===== src/rtl/dac_playback_ctrl.sv =====
// dac_playback_ctrl: paces 8-bit sample reads from the playback FIFO at a
// fixed sample rate, pre-buffers before playback, counts underruns and ramps
// the DAC code back to mid-scale when stopped so the output does not click.
module dac_playback_ctrl #(
  parameter int unsigned CLK_DIV   = 50,
  parameter int unsigned FIFO_AW   = 10,
  parameter int unsigned PREFILL   = 256,
  parameter logic [7:0]  IDLE_CODE = 8'd128
) (
  input  logic               clk,
  input  logic               reset,
  input  logic               enable,
  input  logic               clr_stats,
  input  logic               fifo_empty,
  input  logic [FIFO_AW:0]   fifo_level,
  input  logic [7:0]         fifo_rd_data,
  output logic               fifo_rd_en,
  output logic [7:0]         da_data,
  output logic               da_valid,
  output logic [1:0]         state,
  output logic               underrun,
  output logic [15:0]        underrun_cnt
);

  localparam int unsigned       CNT_W       = (CLK_DIV > 1) ? $clog2(CLK_DIV) : 1;
  localparam logic [CNT_W-1:0]  CNT_MAX     = CNT_W'(CLK_DIV - 1);
  localparam logic [FIFO_AW:0]  PREFILL_LVL = (FIFO_AW + 1)'(PREFILL);

  typedef enum logic [1:0] {
    ST_IDLE    = 2'd0,
    ST_PREFILL = 2'd1,
    ST_PLAY    = 2'd2
  } state_e;

  state_e            state_q, state_d;
  logic [CNT_W-1:0]  cnt_q, cnt_d;
  logic              tick_q, tick_d;
  logic              rd_pending_q, rd_pending_d;
  logic [7:0]        da_data_q, da_data_d;
  logic              da_valid_q, da_valid_d;
  logic              underrun_q, underrun_d;
  logic [15:0]       underrun_cnt_q, underrun_cnt_d;
  logic              rd_en;

  // Next-state logic: sample pacing, playback FSM, soft ramp and statistics.
  always_comb begin
    // NOTE: every signal gets a default before any branch so no path leaves a
    // value unassigned, which would otherwise infer a latch.
    state_d        = state_q;
    da_data_d      = da_data_q;
    da_valid_d     = 1'b0;
    underrun_d     = 1'b0;
    underrun_cnt_d = underrun_cnt_q;
    rd_en          = 1'b0;

    // Tick counter runs in every state and is never touched by enable, so the
    // sample spacing is preserved across stop/start.
    if (cnt_q == CNT_MAX) begin
      cnt_d  = '0;
      tick_d = 1'b1;
    end else begin
      cnt_d  = cnt_q + CNT_W'(1);
      tick_d = 1'b0;
    end

    case (state_q)
      ST_IDLE: begin
        if (enable) begin
          state_d = ST_PREFILL;
        end
        // Step one code per tick toward mid-scale to avoid an audible click.
        if (tick_q && (da_data_q != IDLE_CODE)) begin
          da_data_d  = (da_data_q < IDLE_CODE) ? da_data_q + 8'd1 : da_data_q - 8'd1;
          da_valid_d = 1'b1;
        end
      end

      ST_PREFILL: begin
        if (!enable) begin
          state_d = ST_IDLE;
        end else if (fifo_level >= PREFILL_LVL) begin
          state_d = ST_PLAY;
        end
      end

      ST_PLAY: begin
        if (!enable) begin
          // Leaving PLAY drops any read still in flight.
          state_d = ST_IDLE;
        end else begin
          if (rd_pending_q) begin
            da_data_d  = fifo_rd_data;
            da_valid_d = 1'b1;
          end
          if (tick_q) begin
            if (!fifo_empty) begin
              rd_en = 1'b1;
            end else begin
              underrun_d = 1'b1;
              state_d    = ST_PREFILL;
              if (underrun_cnt_q != 16'hFFFF) begin
                underrun_cnt_d = underrun_cnt_q + 16'd1;
              end
            end
          end
        end
      end

      default: begin
        state_d = ST_IDLE;
      end
    endcase

    // A clear coincident with an underrun wins.
    if (clr_stats) begin
      underrun_cnt_d = '0;
    end

    rd_pending_d = rd_en;
  end

  // State and output registers.
  always_ff @(posedge clk or posedge reset) begin
    // NOTE: sequential state uses non-blocking assignments so every flop
    // samples the pre-edge value of its inputs regardless of statement order.
    if (reset) begin
      state_q        <= ST_IDLE;
      cnt_q          <= '0;
      tick_q         <= 1'b0;
      rd_pending_q   <= 1'b0;
      da_data_q      <= IDLE_CODE;
      da_valid_q     <= 1'b0;
      underrun_q     <= 1'b0;
      underrun_cnt_q <= '0;
    end else begin
      state_q        <= state_d;
      cnt_q          <= cnt_d;
      tick_q         <= tick_d;
      rd_pending_q   <= rd_pending_d;
      da_data_q      <= da_data_d;
      da_valid_q     <= da_valid_d;
      underrun_q     <= underrun_d;
      underrun_cnt_q <= underrun_cnt_d;
    end
  end

  assign fifo_rd_en   = rd_en;
  assign da_data      = da_data_q;
  assign da_valid     = da_valid_q;
  assign state        = state_q;
  assign underrun     = underrun_q;
  assign underrun_cnt = underrun_cnt_q;

endmodule


===== config.mk =====
export PLATFORM = sky130hd
export DESIGN_NAME = dac_playback_ctrl
export DESIGN_NICKNAME = d
export VERILOG_FILES = /design/src/rtl/dac_playback_ctrl.sv
export SDC_FILE = /design/constraint.sdc
export NUM_CORES = 1
export LEC_CHECK = 0
export CAP_MARGIN = 10
export CORE_ASPECT_RATIO = 1.75
export CORE_MARGIN = 2
export CORE_UTILIZATION = 31
export CTS_BUF_LIST = sky130_fd_sc_hd__clkbuf_8 sky130_fd_sc_hd__clkbuf_16
export DETAILED_ROUTE_END_ITERATION = 8
export PLACE_DENSITY = 0.6
export SETUP_SLACK_MARGIN = 0.05
export SYNTH_ARGS = -nofsm -noshare
export SYNTH_HDL_FRONTEND = slang
export SYNTH_SLANG_ARGS = --single-unit

===== constraint.sdc =====
create_clock -name clk -period 5.8 [get_ports clk]
set_clock_uncertainty 0.1 [all_clocks]
set_input_delay 1.16 -clock clk [delete_from_list [all_inputs] [get_ports clk]]
set_output_delay 1.16 -clock clk [all_outputs]
set_load 0.05 [all_outputs]

## Word-level counts from Yosys, hierarchy flattened

Cells that the tools add are included.

| word-level totals | value |
|---|---|
| bits in registers | 36 |
| input port bits | 24 |
| output and inout bits | 29 |
| logic and storage cells | 69 |

| operators by class | value |
|---|---|
| add/subtract/negate cells | 4 |
| magnitude comparators | 2 |
| eq/ne operators | 12 |
| mux-type cells | 32 |
| reductions and logical operators | 11 |

Operators with widths:

| operator | count |
|---|---|
| $mux W16 | 6 |
| $mux W8 | 4 |
| $add A16 B1 Y16 const B | 1 |
| $ne A16 B16 Y1 const B | 1 |
| $pmux W8 S2 | 1 |
| $mux W1 | 12 |
| $mux W2 | 6 |
| $reduce_bool A2 Y1 | 6 |
| $ge A11 B9 Y1 const B | 1 |
| $ne A3 B3 Y1 const B | 3 |
| $add A8 B1 Y8 const B | 1 |
| $lt A8 B8 Y1 const B | 1 |
| $ne A2 B2 Y1 const B | 4 |
| $ne A8 B8 Y1 const B | 1 |
| $reduce_and A4 Y1 | 2 |
| $sub A8 B1 Y8 const B | 1 |
| $add A6 B1 Y6 const B | 1 |
| $eq A6 B6 Y1 const B | 1 |
| $mux W6 | 1 |
| $pmux W2 S3 | 1 |
| $reduce_and A5 Y1 | 1 |
| $eq A2 B1 Y1 const B | 1 |
| $eq A2 B2 Y1 const B | 1 |
| $logic_not A2 Y1 | 1 |
| 2 further kinds | 2 |

## Longest topological paths before layout

Gate-level depths: netlist of the first run.

| depth | value |
|---|---|
| depth after elaboration | 7 |
| depth in mapped cells | 7 |
| gate-level depth less buffers | 6 |

## Worst setup path after synthesis of the first run

Ideal clock, no wire load.

| timing | value |
|---|---|
| path kind | input to output |
| start point | in enable |
| end point | out fifo_rd_en |
| arrival time | 2.352 ns |
| required time | 4.540 ns |
| slack | 2.188 ns |
| cell stages on the path | 2 |
| path buffers | 0 |
| path through | nand3b_2 nor3_1 |

| between the ends | value |
|---|---|
| cells in the longest elaborated chain, start to end | 2 |

RTL lines:

| item | RTL line | source |
|---|---|---|
| start: declaration | 12 | `input logic enable,` |
| $mux W1 | 87 | `if (!enable) begin` |
| $mux W1 | 66 | `case (state_q)` |
| end: declaration | 17 | `output logic fifo_rd_en,` |

Every way passes these cells.

## Worst setup path in the final report of the first run

Same ends and word-level chain as after synthesis.

==> flow_summary.toml, run 1 <==
[run_status]
status = "finished, final reports clean"

[clock_network]
cts_hold_buf = 0
post_cts_buffers = 0
cts_buffers = 5
clock_path_buffers = 2
htree_levels = 2
cts_resized = 0
clock_sinks = 36
clk_pin_slew_ns = 0.06
cts_tree = "built"
clock_latency_ns = 0.28
cts_root_buf = "clkbuf_16"

[timing]
period_needed_ns = 4.192
rsz0062_at_grt = "no"
setup_ws_ns = 1.608
fin_crit_sh_pct = 72.27
fmax_mhz = 238.6
slew_viol_final = 0
slew_headroom_pct = 45.60
finalSetupTns_ns = 0
final-hold-violation-count = 0
tightest_slew_ns = 0.8135
setup_viol = 0

[floorplanning]
num_rows = 41
core_mm2 = 0.007079
fp.dieH_um = 116.3
start_util_pct = 31.57
dieArea_mm2 = 0.007930
ios = 53
die_x_um = 68.18

[power_and_ir_drop]
p_per_area_mw_per_mm2 = 217.0
vdd_drop_max_v = 0.0001150
p_total_uw = 638.8
p_leak_uw = 0.001185

[place]
io_buffers = 44
hpwl_mm = 4.472
dp_slack_ns = 1.611
gp_congestion = 0.8069

[synth]
ys_warn_count = 0
ys_top_cells_by_area = "dfrtp_1 (39%), ha_1 (5.6%), o21ai_0 (3.6%)"
syn_nets = 272
ys_types = 55
yosysSeqAreaShare_pct = 40.37
postSynthAreaPerCell_um2 = 9.429
async_reset_ff_share_pct = 100.0
synth_edf_count = 0
ys_ff_latch = 36
netlist_area_mm2 = 0.002235
syn_inst = 237
synth_most_common_cell = "dfrtp_1"
yosysTopAreaCell = "dfrtp_1"
ys.flop_type = "dfrtp_1"
synth.cells.most_frequent = "dfrtp_1 (35), nor2_1 (17), o21ai_0 (16), a21oi_1 (13), nand3_1 (13)"
yosys.area.top_type_share_pct = 39.19

[drt]
drt-total-wl_mm = 5.987
viasPerCell = 5.501
drtIter0Drc = 128
drc_errors = 0
firstDrtPassIters = 4
postRouteAntennaNets = 0
post_drt_wl_per_cell_um = 16.22
num_vias = 2030

[global_routing]
grt_overflow = 0
grt_max_degree = 37
grt_pass1_vias = 2044
grt_pass1_wl_mm = 9.798
grtUsageTotal_pct = 16.58
antenna_found_initial = 0

[hold_path]
min_path_cells = 1
min_from = "cnt_q[0]"
hold_path.class = "register to register"
holdPathEnd = "cnt_q[0]"

[setup_path]
start_kind = "primary input"
r2r.worst_path.cells = 5
critPathMaxFanout = 5
cp-end-kind = "output pin"
reg2reg_to = "da_data[2]"
crit_arrival_ns = 2.93
reg2reg_from = "da_data[7]"
path_class = "primary input to output pin"
rrSetupSlack_ns = 3.27
critPathRequiredTime_ns = 4.54

[job]
maxCapViolCount = 0

[final_layout]
drive_above_1_share_pct = 7.420
utilization_pct = 41.59
n_antenna_cell = 0
area_delta_synth_final_pct = 31.75
nNetsFinal = 317
## area by class of cell
type / count / area (µm²)
Multi-Input combinational cell: 182 / 1259
Clock inverter: 1 / 30.03
Clock buffer: 7 / 152.6
Inverter: 12 / 45.04
Timing Repair Buffer: 45 / 447.9
Sequential cell: 36 / 902.1
Fill cell: 741 / 4135
Tap cell: 86 / 107.6
## report_power, final
part	leakage (µW)	switching [µW]	internal, µW
Sequential	0.000479	5.42	253
Clock	0.0000901	105	226
Combinational	0.000615	28.1	21.3
Total	0.00118	138	501
## placed cells by master (no fill, tap or decap), drive strengths merged, types with 5 or more instances in the layout
cell type | Yosys | routed
nand2 | 10 | 10
ha | 10 | 10
nand3 | 13 | 13
clkbuf | 5 | 7
mux2 | 7 | 7
nor2b | 7 | 7
dfrtp | 35 | 35
o21ai | 16 | 16
clkdlybuf4s50 | 0 | 44
nand2b | 5 | 5
o31ai | 8 | 8
nor2 | 17 | 17
nor3 | 5 | 5
nor4 | 6 | 6
nand4 | 7 | 7
a21oi | 13 | 13
or3 | 6 | 6
or4 | 7 | 7
inv | 12 | 12
## worst max-delay path by stage
stage / startpoint / to / slack [ns]
floorplan: enable / fifo_rd_en / 2.19
global placement: enable / fifo_rd_en / 1.62
detailed placement: enable / fifo_rd_en / 1.61
CTS: enable / fifo_rd_en / 1.61
global route: enable / fifo_rd_en / 1.47
finish: enable / fifo_rd_en / 1.61
## cells by family (layout without fill, tap and decap cells)
| group | after synthesis | in the layout | share of synthesized area, % |
|---|---|---|---|
| DFF | 36 | 36 | 40.37 |
| buffers and inverters | 19 | 65 | 3.303 |
| xor gates and xnor gates | 3 | 3 | 1.176 |
| muxes | 8 | 8 | 3.975 |
| and+or+nand+nor | 100 | 100 | 26.32 |
| AOI/OAI and AO/OA | 60 | 60 | 18.37 |
| adders and majority gates | 11 | 11 | 6.495 |
## layer usage
metal | global-route usage [%] | vias to the layer above | part of all wire [%]
met5 | 0 | - | 0
met4 | 8.133 | 0 | 2.5
met3 | 2.890 | 12 | 5.6
met2 | 29.71 | 74 | 55
met1 | 18.18 | 963 | 37
li1 | - | 981 | -
## through the flow
stage / instances / instance area [µm²] / hold slack (ns)
global placement: 361 / 2761 / 0.3717
global route: 369 / 2944 / 0.4301
finish: 369 / 2944 / 0.3909
CTS: 369 / 2944 / 0.3921
detailed placement: 361 / 2761 / 0.3844
floorplan: 237 / 2235 / 0.3608
## flip-flops by register name, indices dropped and copies added, names as in the netlist
name and cells:
tick_q 1, da_valid 1, cnt_q 6, state 2, underrun 1, underrun_cnt 16
rd_pending_q 1, da_data 8
## worst max-delay path, stage by stage
cell and delay (ns):
clkdlybuf4s50_1 0.56, nand3b_2 0.15, nor3_1 0.22, clkdlybuf4s50_1 0.85
No activity file was read; power rests on OpenSTA's default activity.
==> inputs of run 2 (changes only) <==
- PLACE_DENSITY: 0.6 -> 0.62
- clock period: 5.8 -> 3.6 ns (I/O delays scaled with it)
==> run 2 against run 1 <==
Against the previous run: routed wire length decreased by 7.1%; via count down 2.7%; non-clock buffer count did not move; highest routed layer unchanged; utilization barely moved.
==> flow_summary.toml, run 2 (synthesis gave the netlist of run 1 again) <==
[run_status]
status = "finished, final reports clean"

[global_routing]
grt_overflow = 0
grt_max_degree = 37
top_usage_layer = "met2"
grt_use_met3_pct = 3.083
grt_use_met1_pct = 17.90
grt_pass1_wl_mm = 9.446
antenna_found_initial = 0
grt_pass1_vias = 1983
grtUsageTotal_pct = 15.63
gr-usage-met2_pct = 27.51

[power_and_ir_drop]
p_per_area_mw_per_mm2 = 349.6
pwr-share-seq_pct = 40.4
power_frac_clock_pct = 51.8
internal_power_uw = 806.8
combPwrFrac_pct = 7.8
power.switching_uw = 221.7
vdd_drop_max_v = 0.0001540
p_leak_uw = 0.001187
switching_share_pct = 21.55

[setup_path]
crit_path_max_incr_delay_ns = 0.56
reg2reg_from = "da_data[7]"
crit_chain = "clkdlybuf4s50_1 -> nand3b_2 -> nor3_1 -> buf_4"
cp.depth = 4
crit_end = "fifo_rd_en"
crit_arrival_ns = 1.92
start_kind = "primary input"
crit_buf_inv = 2
critPathRequiredTime_ns = 2.78
reg2reg_to = "da_data[1]"
path_class = "primary input to output pin"
rrSetupSlack_ns = 1.11
cp-startpoint = "enable"
cpLargestDelayFamily = "buffers and inverters"
cp-end-kind = "output pin"
r2r.worst_path.cells = 5
critPathMaxFanout = 5
slowest_stage = "clkdlybuf4s50_1"

[place]
hpwl_mm = 4.167
io_buffers = 44
gp_congestion = 0.7843

[drt]
num_vias = 1976
viasPerCell = 5.355
drtIter0Drc = 178
post_drt_wl_per_cell_um = 15.07
postRouteAntennaNets = 0
firstDrtPassIters = 6
drt-total-wl_mm = 5.559
drc_errors = 0

[timing]
tightest_slew_ns = 0.7807
slew_viol_final = 0
fin_crit_sh_pct = 76.10
setup_viol = 0
final-hold-violation-count = 0
finalSetupTns_ns = 0
fmax_mhz = 365.0
period_needed_ns = 2.740
fin_hold_ws_ns = 0.3872
slew_headroom_pct = 47.79
rsz0062_at_grt = "no"

[hold_path]
hold_path.class = "register to register"

[job]
maxCapViolCount = 0

[clock_network]
clock_latency_ns = 0.28
cts_resized = 0
cts_tree = "built"
cts_root_buf = "clkbuf_16"
htree_levels = 2
cts_hold_buf = 0
clk_pin_slew_ns = 0.05
post_cts_buffers = 0
cts_buffers = 5
clock_sinks = 36
clock_path_buffers = 2

[final_layout]
final_common_cell = "clkdlybuf4s50_1"
n_antenna_cell = 0
area_delta_synth_final_pct = 31.63
largest_reg_flops = 16
final_cell_mix = "clkdlybuf4s50_1 (43), dfrtp_1 (35), nor2_1 (17)"
nNetsFinal = 317
drive_above_1_share_pct = 7.774
fillers = 689

[floorplanning]
dieArea_mm2 = 0.007930
core_mm2 = 0.007079
die_x_um = 68.18
num_rows = 41
fp.dieH_um = 116.3
ios = 53
start_util_pct = 31.57
## run 2: final cells by class
| class | instances | area (µm²) | area share, % |
|---|---|---|---|
| clock inverters | 1 | 30.03 | 1.021 |
| flip-flops and latches | 36 | 902.1 | 30.67 |
| repair buffers | 45 | 445.4 | 15.14 |
| clock buffers | 7 | 152.6 | 5.189 |
| well taps | 86 | 107.6 | 3.658 |
| multi-input cells | 182 | 1259 | 42.79 |
| inverters | 12 | 45.04 | 1.531 |
## run 2: worst min path at each step
stage	startpoint	end	slack, ns	cells after the start
floorplan	cnt_q[0]	cnt_q[0]	0.36	1
global placement	cnt_q[0]	cnt_q[0]	0.37	1
detailed placement	cnt_q[0]	cnt_q[0]	0.38	1
CTS	cnt_q[0]	cnt_q[0]	0.39	1
global route	cnt_q[0]	cnt_q[0]	0.44	1
finish	cnt_q[0]	cnt_q[0]	0.39	1
## run 2: layer usage
layer  up-vias  routed length (µm)
met5         -                   0
met4         0                 115
met3         8                 186
met2        39                3020
met1       947                2236
li1        982                   -
## run 2: power groups by stage
stage	sequential [µW]	clock, µW	combinational [µW]
6_report	416	532	80.5
5_1_grt	417	564	88.9
4_1_cts	416	545	81.8
3_5_place_dp	423	0	81.6
3_3_place_gp	423	0	80.7
2_1_floorplan	432	0	37.1
## run 2: stage by stage
step | std cells | power, µW | util, % | area, µm² | worst slack, ns
floorplan | 237 | 469.0 | - | 2235 | 0.7311
global placement | 361 | 503.5 | 38.97 | 2759 | 0.7813
detailed placement | 361 | 504.2 | 38.97 | 2759 | 0.7501
CTS | 369 | 1042 | 41.55 | 2942 | 0.8165
global route | 369 | 1069 | 41.55 | 2942 | 0.7453
finish | 369 | 1028 | 41.55 | 2942 | 0.8603
